--- config.mk ---
export PLATFORM = sky130hd
export DESIGN_NAME = mpnn_mac_sequencer
export DESIGN_NICKNAME = d
export VERILOG_FILES = /design/src/rtl/mpnn_mac_sequencer.sv
export SDC_FILE = /design/constraint.sdc
export NUM_CORES = 1
export LEC_CHECK = 0
export ABC_AREA = 0
export BUFFER_PORTS_ARGS = -buffer_cell sky130_fd_sc_hd__buf_2
export CORE_UTILIZATION = 30
export CTS_CLUSTER_DIAMETER = 80
export DETAILED_ROUTE_END_ITERATION = 12
export PLACE_DENSITY = 0.55
export SLEW_MARGIN = 20
export SYNTH_ARGS = -nofsm -noshare
export SYNTH_HDL_FRONTEND = slang
export SYNTH_SLANG_ARGS = --single-unit
--- constraint.sdc ---
create_clock -name clk_i -period 4.4 [get_ports clk_i]
set_input_delay 0.44 -clock clk_i [delete_from_list [all_inputs] [get_ports clk_i]]
set_output_delay 0.44 -clock clk_i [all_outputs]
set_load 0.03 [all_outputs]
--- src/rtl/mpnn_mac_sequencer.sv ---
// Sequencer for the 4-lane 17-bit mixed-precision multiplier: unpacks packed
// weight/activation words, issues them over 1-4 passes and accumulates lane products.
module mpnn_mac_sequencer #(
    parameter int unsigned ACC_W = 32
) (
    input  logic             clk_i,
    input  logic             rst_ni,
    input  logic             req_valid_i,
    output logic             req_ready_o,
    input  logic [31:0]      weights_i,
    input  logic [31:0]      acts_i,
    input  logic [1:0]       prec_i,
    input  logic             act_signed_i,
    input  logic             acc_clr_i,
    output logic             res_valid_o,
    input  logic             res_ready_i,
    output logic [ACC_W-1:0] res_o,
    output logic             busy_o,
    output logic [67:0]      mult_weights_o,
    output logic [67:0]      mult_acts_o,
    output logic             mult_normal_o,
    input  logic [135:0]     mult_prods_i
);

    typedef enum logic [1:0] {S_IDLE, S_ISSUE, S_DRAIN, S_DONE} state_t;

    state_t             r_state;
    logic [31:0]        r_w;
    logic [31:0]        r_a;
    logic [1:0]         r_prec;
    logic               r_asg;
    logic [1:0]         r_pass;
    logic [135:0]       r_prod;
    logic [ACC_W-1:0]   r_acc;

    logic [1:0]         w_last_pass;
    logic [3:0]         w_idx;
    logic [4:0]         w_sh;
    logic [31:0]        w_ws;
    logic [31:0]        w_as;
    logic [16:0]        w_we;
    logic [16:0]        w_ae;
    logic [67:0]        w_mult_w;
    logic [67:0]        w_mult_a;
    logic [ACC_W-1:0]   w_sum;

    always_comb begin
        case (r_prec)
            2'b10:   w_last_pass = 2'd1;
            2'b11:   w_last_pass = 2'd3;
            default: w_last_pass = 2'd0;
        endcase
    end

    // Lane i of pass p carries element 4p+i; element k sits at bits [k*b +: b].
    always_comb begin
        w_mult_w = '0;
        w_mult_a = '0;
        w_idx    = '0;
        w_sh     = '0;
        w_ws     = '0;
        w_as     = '0;
        w_we     = '0;
        w_ae     = '0;
        if (r_state == S_ISSUE) begin
            for (int unsigned i = 0; i < 4; i++) begin
                if (!(r_prec == 2'b00 && i >= 2)) begin
                    w_idx = {r_pass, 2'(i)};
                    case (r_prec)
                        2'b00:   w_sh = {w_idx[0], 4'b0};
                        2'b01:   w_sh = {w_idx[1:0], 3'b0};
                        2'b10:   w_sh = {w_idx[2:0], 2'b0};
                        default: w_sh = {w_idx, 1'b0};
                    endcase
                    w_ws = r_w >> w_sh;
                    w_as = r_a >> w_sh;
                    case (r_prec)
                        2'b00: begin
                            w_we = {w_ws[15], w_ws[15:0]};
                            w_ae = {r_asg & w_as[15], w_as[15:0]};
                        end
                        2'b01: begin
                            w_we = {{9{w_ws[7]}}, w_ws[7:0]};
                            w_ae = {{9{r_asg & w_as[7]}}, w_as[7:0]};
                        end
                        2'b10: begin
                            w_we = {{13{w_ws[3]}}, w_ws[3:0]};
                            w_ae = {{13{r_asg & w_as[3]}}, w_as[3:0]};
                        end
                        default: begin
                            w_we = {{15{w_ws[1]}}, w_ws[1:0]};
                            w_ae = {{15{r_asg & w_as[1]}}, w_as[1:0]};
                        end
                    endcase
                    w_mult_w[17*i +: 17] = w_we;
                    w_mult_a[17*i +: 17] = w_ae;
                end
            end
        end
    end

    always_comb begin
        w_sum = '0;
        for (int unsigned i = 0; i < 4; i++) begin
            w_sum = w_sum + ACC_W'(signed'(r_prod[34*i +: 34]));
        end
    end

    // Products land in r_prod one edge after issue, so the add trails the issue by one pass.
    always_ff @(posedge clk_i) begin
        if (!rst_ni) begin
            r_state <= S_IDLE;
            r_w     <= '0;
            r_a     <= '0;
            r_prec  <= '0;
            r_asg   <= 1'b0;
            r_pass  <= '0;
            r_prod  <= '0;
            r_acc   <= '0;
        end else begin
            case (r_state)
                S_IDLE: begin
                    if (req_valid_i) begin
                        r_w     <= weights_i;
                        r_a     <= acts_i;
                        r_prec  <= prec_i;
                        r_asg   <= act_signed_i;
                        r_pass  <= '0;
                        if (acc_clr_i) r_acc <= '0;
                        r_state <= S_ISSUE;
                    end
                end
                S_ISSUE: begin
                    r_prod <= mult_prods_i;
                    r_pass <= r_pass + 2'd1;
                    if (r_pass != 2'd0) r_acc <= r_acc + w_sum;
                    if (r_pass == w_last_pass) r_state <= S_DRAIN;
                end
                S_DRAIN: begin
                    r_acc   <= r_acc + w_sum;
                    r_state <= S_DONE;
                end
                default: begin
                    if (res_ready_i) r_state <= S_IDLE;
                end
            endcase
        end
    end

    assign req_ready_o    = (r_state == S_IDLE);
    assign res_valid_o    = (r_state == S_DONE);
    assign busy_o         = (r_state != S_IDLE);
    assign res_o          = r_acc;
    assign mult_weights_o = w_mult_w;
    assign mult_acts_o    = w_mult_a;
    assign mult_normal_o  = (r_state == S_ISSUE) && (r_prec == 2'b00);

endmodule

# Word level (Yosys, flattened, before mapping)
# Index checks and enable logic that the tools add are counted.
dict set report word_totals {
  regBits 237
  inputBits 208
}
dict set report classes {
  addsub 5
  eq_ne 11
  n_shift 8
  muxes 35
  bitwise_logic 14
  n_reduce_logical 13
}
# cell count
set op_table {}
lappend op_table {{$pmux 17 s3} 4}
lappend op_table {{$mux 68} 2}
lappend op_table {{$pmux 17 s2} 4}
lappend op_table {{$add 32x32->32} 4}
lappend op_table {{$shr 32x5->16} 4}
lappend op_table {{$shr 32x5->8} 4}
lappend op_table {{$mux 32} 3}
lappend op_table {{$pmux 32 s3} 1}
lappend op_table {{$mux 17} 4}
lappend op_table {{$mux 5} 6}
lappend op_table {{$pmux 5 s2} 3}
lappend op_table {{$pmux 5 s3} 1}
lappend op_table {{$and 1x1->1} 14}
lappend op_table {{$eq 2x2->1 const B} 4}
lappend op_table {{$mux 2} 4}
lappend op_table {{$pmux 2 s2} 2}
lappend op_table {{$ne 2x2->1 const B} 3}
lappend op_table {{$pmux 2 s3} 1}
lappend op_table {{$reduce_bool 2->1} 3}
lappend op_table {{$eq 2x1->1 const B} 2}
lappend op_table {{$logic_not 2->1} 2}
lappend op_table {{$reduce_and 2->1} 2}
lappend op_table {{$reduce_and 4->1} 1}
lappend op_table {{$reduce_bool 4->1} 1}
lappend op_table {{other kinds (7)} 7}

# Logic depth before layout (Yosys ltp)
dict set report depth {
  depth_word 9
  ltp_mapped 16
  mapped_depth_nobuf 15
}

# Worst setup path after synthesis
# No wires, ideal clock.
dict set report synth_timing {
  kind {register to register}
  startpoint {register r_acc[12] (netlist: res_o[12])}
  endpoint {register r_acc[31] (netlist: res_o[31])}
  setup_ns 0.128
  arrival_ns 4.126
  path_slack_ns 0.146
  stages_incl_launch_ff 16
  path_buffers 0
  cell_sequence {dfxtp_1 inv_1 fa_1 inv_1 fa_1 inv_1 fa_1 inv_1 ha_1 a21oi_1 o21ai_0 a2111oi_0 a21oi_1 o41ai_1 mux2i_1 nand4_1}
}
dict set report synth_between {
  elab_chain_len 3
}
# element line_no
set synth_rtl {}
lappend synth_rtl {{from (decl)} 34} ;# logic [ACC_W-1:0] r_acc;
lappend synth_rtl {{from (signal assigned)} 136} ;# if (r_pass != 2'd0) r_acc <= r_acc + w_sum;
lappend synth_rtl {{from (signal assigned)} 140} ;# r_acc <= r_acc + w_sum;
lappend synth_rtl {{$add 32x32->32 (*)} {136, 140}}
lappend synth_rtl {{$mux 32} 136}
lappend synth_rtl {{$pmux 32 s3 (*)} 121} ;# case (r_state)
# Mark *: on every way between the ends. The rest lies on a longest branch, timed or not. The select of a mux whose other input is x is not followed.
# A chain may end at the register's enable or synchronous reset.

# Worst setup path after layout
# Same ends and word-level chain as after synthesis.

==> summary.txt <==
STA
  • Achievable frequency: 236 MHz
  • Final setup violating endpoints: 0
  • Final TNS setup: 0 ns
  • Worst slew pin tran: 1.10 ns
  • Hold Vio Cnt, Final: 0
  • Skew final: 0.0244 ns
  • Number of pins with negative max-slew slack in the final report: 0
  • Worst slew margin relative to its limit: 26.9%
  • Final min period: 4.23 ns
  • Crit share post-route: 96.1%

Clocking
  • TritonCTS clock tree: yes
  • Clk sinks: 231
  • Quantity of hold-fixing buffers added after cts: 0
  • Number of levels the H-tree was split into: 1
  • Clock transition at the register clock pins on the worst setup and hold paths after CTS: 0.06 ns
  • Worst-case clock buffer depth: 3
  • Clock tree root buffer cell: clkbuf_16
  • Number of buffers created by CTS: 28
  • Clock latency on the worst-skew pair: 0.57 ns

Synthesis
  • Async set-reset flop share out of synthesis: 0%
  • Top cells by area in the synthesized netlist: dfxtp_1 (25%), mux2i_1 (12%), fa_1 (9.9%), nand2_1 (6.5%), inv_1 (6.0%)
  • Sequential element share of the synthesized area: 24.8%
  • Count of warnings emitted by yosys: 0
  • Per-instance average area after synthesis: 8.16 um2
  • Area share of the largest cell type after synthesis: 24.8%
  • Number of distinct library cells after synthesis: 68
  • Cell count after synthesis: 2284
  • Register bit count reported by yosys: 231
  • Main synth FF type: dfxtp_1
  • Post-synth EDFFs: 0
  • Area of the mapped netlist: 0.0186 mm2
  • Yosys top cell by area: dfxtp_1
  • Synthesized netlist net count: 2626

Finish
  • Multi-input logic area: 0.0121 mm2
  • Highest-count cells in the layout ignoring fill and taps: buf_2 (370), nand2_1 (324), inv_1 (299)
  • Most common library cell in the layout ignoring fill and taps: buf_2
  • Sequential cell area: 0.00462 mm2
  • Signed area change from the synthesized netlist to the final layout: 19.6%
  • Non-filler instance count after layout: 3425
  • Filler instances: 6434
  • Net count reported at finish: 2908
  • Fraction of layout cells with a size suffix above 1: 22.8%

Worst setup path
  • Worst-path fanout max: 4
  • Critical Setup Path Class: flip-flop to flip-flop
  • Arrival @ worst endpoint: 4.68 ns
  • RR Startpoint: res_o[12]
  • Cell with the largest stage delay on the worst path: fa_1
  • Most common cell on crit path: inv_1
  • Worst reg-to-reg setup slack: 0.17 ns
  • Endpoint kind of the worst setup timing path: flip-flop
  • Required time of the critical path: 4.85 ns
  • Sum of buffers and inverters on the critical path: 5
  • Family of cells with the greatest summed delay on the critical path: adder cells
  • Cells along the critical path: inv_1 > fa_1 > inv_1 > fa_1 > inv_1 > fa_1 > inv_1 > ha_1 > a21oi_1 > o21ai_1 > a2111oi_1 > buf_4 > a21oi_1 > o41ai_2 > mux2i_1 > nand4_1
  • Sort of element at the start of the critical path: flip-flop
  • Biggest cell delay along the critical path: 0.53 ns
  • Cell depth of the worst flop-to-flop path: 16
  • R2R Path End: res_o[31]

Routing
  • Vias: 16642
  • DRT iter0 DRCs: 957
  • DRT Pass-1 Iters: 5
  • Average wire per standard cell: 18.2 um
  • Remaining design rule violation count: 0
  • DRT Wirelength: 62500 um
  • Mean number of vias per cell: 4.86
  • Final ANT Viol Nets: 0

Placed design
  • Inst Count DP: 3370
  • Routability congestion estimate: 0.899
  • HPWL Detailed: 47600 um
  • Total of buffers placed on input and output ports: 371

Floorplanning
  • Initial cell density of the core: 30.3%
  • Die H: 251 um
  • Horizontal die dimension: 251 um
  • Std-Cell Core Area: 0.0616 mm2
  • Rows: 91
  • Top Ports: 380
  • Die Area: 0.0632 mm2

Min path
  • Worst Hold Path Cells: 3
  • HP Class: input pin to flip-flop
  • End of the worst hold path: r_w[6]
  • Worst hold path startpoint: weights_i[6]

Job
  • Maxcap violations: 0

Global routing
  • Number of global-route vias before repair: 17004
  • Antenna violations before repair: 8
  • Total GRT Usage: 19.4%
  • Remaining global-route overflow: 0
  • Maximum number of pins on one net before global-route repair: 164
  • Global-route wire length before repair: 97100 um

Pwr
  • Maximum ir drop on the vdd rail: 0.346 mV
  • Power per unit of standard cell area: 631 mW/mm2
  • Final Total Pwr: 0.0141 W
  • Static leakage power: 10.0 nW

Outcome
  • Outcome: complete, no violations
## worst reg2reg max path: cells and delay by family (launching register included)
family	cells	cell delay [ns]
adder cells (fa/ha/maj)	4	1.75
buffers and inverters	5	0.40
AO/OA/AOI/OAI	5	1.31
multiplexers	1	0.23
flip-flops	1	0.35
AND/OR/NAND/NOR	1	0.09
## stage by stage
stage | cell area, um2 | util, % | setup WS [ns] | hold slack [ns]
6_report | 22300 | 36.2 | 0.171 | 0.126
5_1_grt | 22300 | 36.2 | -0.0519 | 0.0996
4_1_cts | 22200 | 36.0 | 0.0146 | 0.0890
3_5_place_dp | 21200 | 34.5 | 0.0468 | 0.475
3_3_place_gp | 21200 | 34.5 | 0.0522 | 0.464
2_1_floorplan | 18600 | - | 0.146 | 0.463
## routing by layer
| metal | global-route usage, % | share of wire, % |
|---|---|---|
| met1 | 24.4 | 43 |
| met4 | 5.54 | 2.7 |
| met3 | 2.94 | 5.5 |
| met5 | 0 | 0.11 |
| met2 | 34.0 | 49 |
## cells by family (layout without fill, tap and decap cells)
logic type,Yosys count,after routing,synth area share [%]
compound gates,445,445,15.2
xor+xnor,30,30,1.41
fa+ha+maj,134,134,12.7
buf+inv,495,797,11.2
flops,231,231,24.8
mux,282,282,18.1
other cells,0,2,0
simple gates,667,667,16.7
## where the power goes
group,switching [W],internal [W]
Clock,0.000967,0.00146
Sequential,0.000659,0.00263
Combinational,0.00508,0.00328
Total,0.00671,0.00737
## flip-flops by register name, indices dropped and copies added (netlist names)
signal   cells
r_w         32
r_prod     128
res_o       32
r_state      2
r_asg        1
r_pass       2
r_prec       2
r_a         32
## cells in the mapped netlist (all sizes together), types with 41 or more instances
library cell	instances
fa	92
a21oi	146
o21ai	90
clkbuf	102
mux4	41
nand3	46
nor2b	156
inv	299
a21boi	83
buf	93
mux2i	217
dfxtp	231
ha	42
nor2	84
nand2	325
## area by class of cell
type | count | share of cell area (%)
diodes | 2 | 0.0224
clock buffers | 38 | 3.63
multi-input cells | 1558 | 54.1
flip-flops and latches | 231 | 20.7
inverters | 300 | 5.05
clock inverters | 12 | 0.684
well taps | 837 | 4.69
repair buffers | 447 | 11.1
## worst max-delay path by stage
| stage | from | end | slack, ns | cells past startpoint |
|---|---|---|---|---|
| 2_1_floorplan | res_o[12] | res_o[31] | 0.15 | 15 |
| 6_report | res_o[12] | res_o[31] | 0.17 | 16 |
| 3_5_place_dp | res_o[12] | res_o[31] | 0.05 | 16 |
| 3_3_place_gp | res_o[12] | res_o[31] | 0.05 | 16 |
| 5_1_grt | res_o[21] | res_o[31] | -0.05 | 16 |
| 4_1_cts | res_o[12] | res_o[31] | 0.01 | 16 |
## timing repair
action / 4_1_cts / 5_1_grt
endpoints found under the setup margin: 10 / 64
buffers inserted: 0 / 3
endpoints found under the hold margin: 0 / 0
pin swaps: 0 / 7
resized for setup: 1 / 18
(Power assumes the default switching activity.)
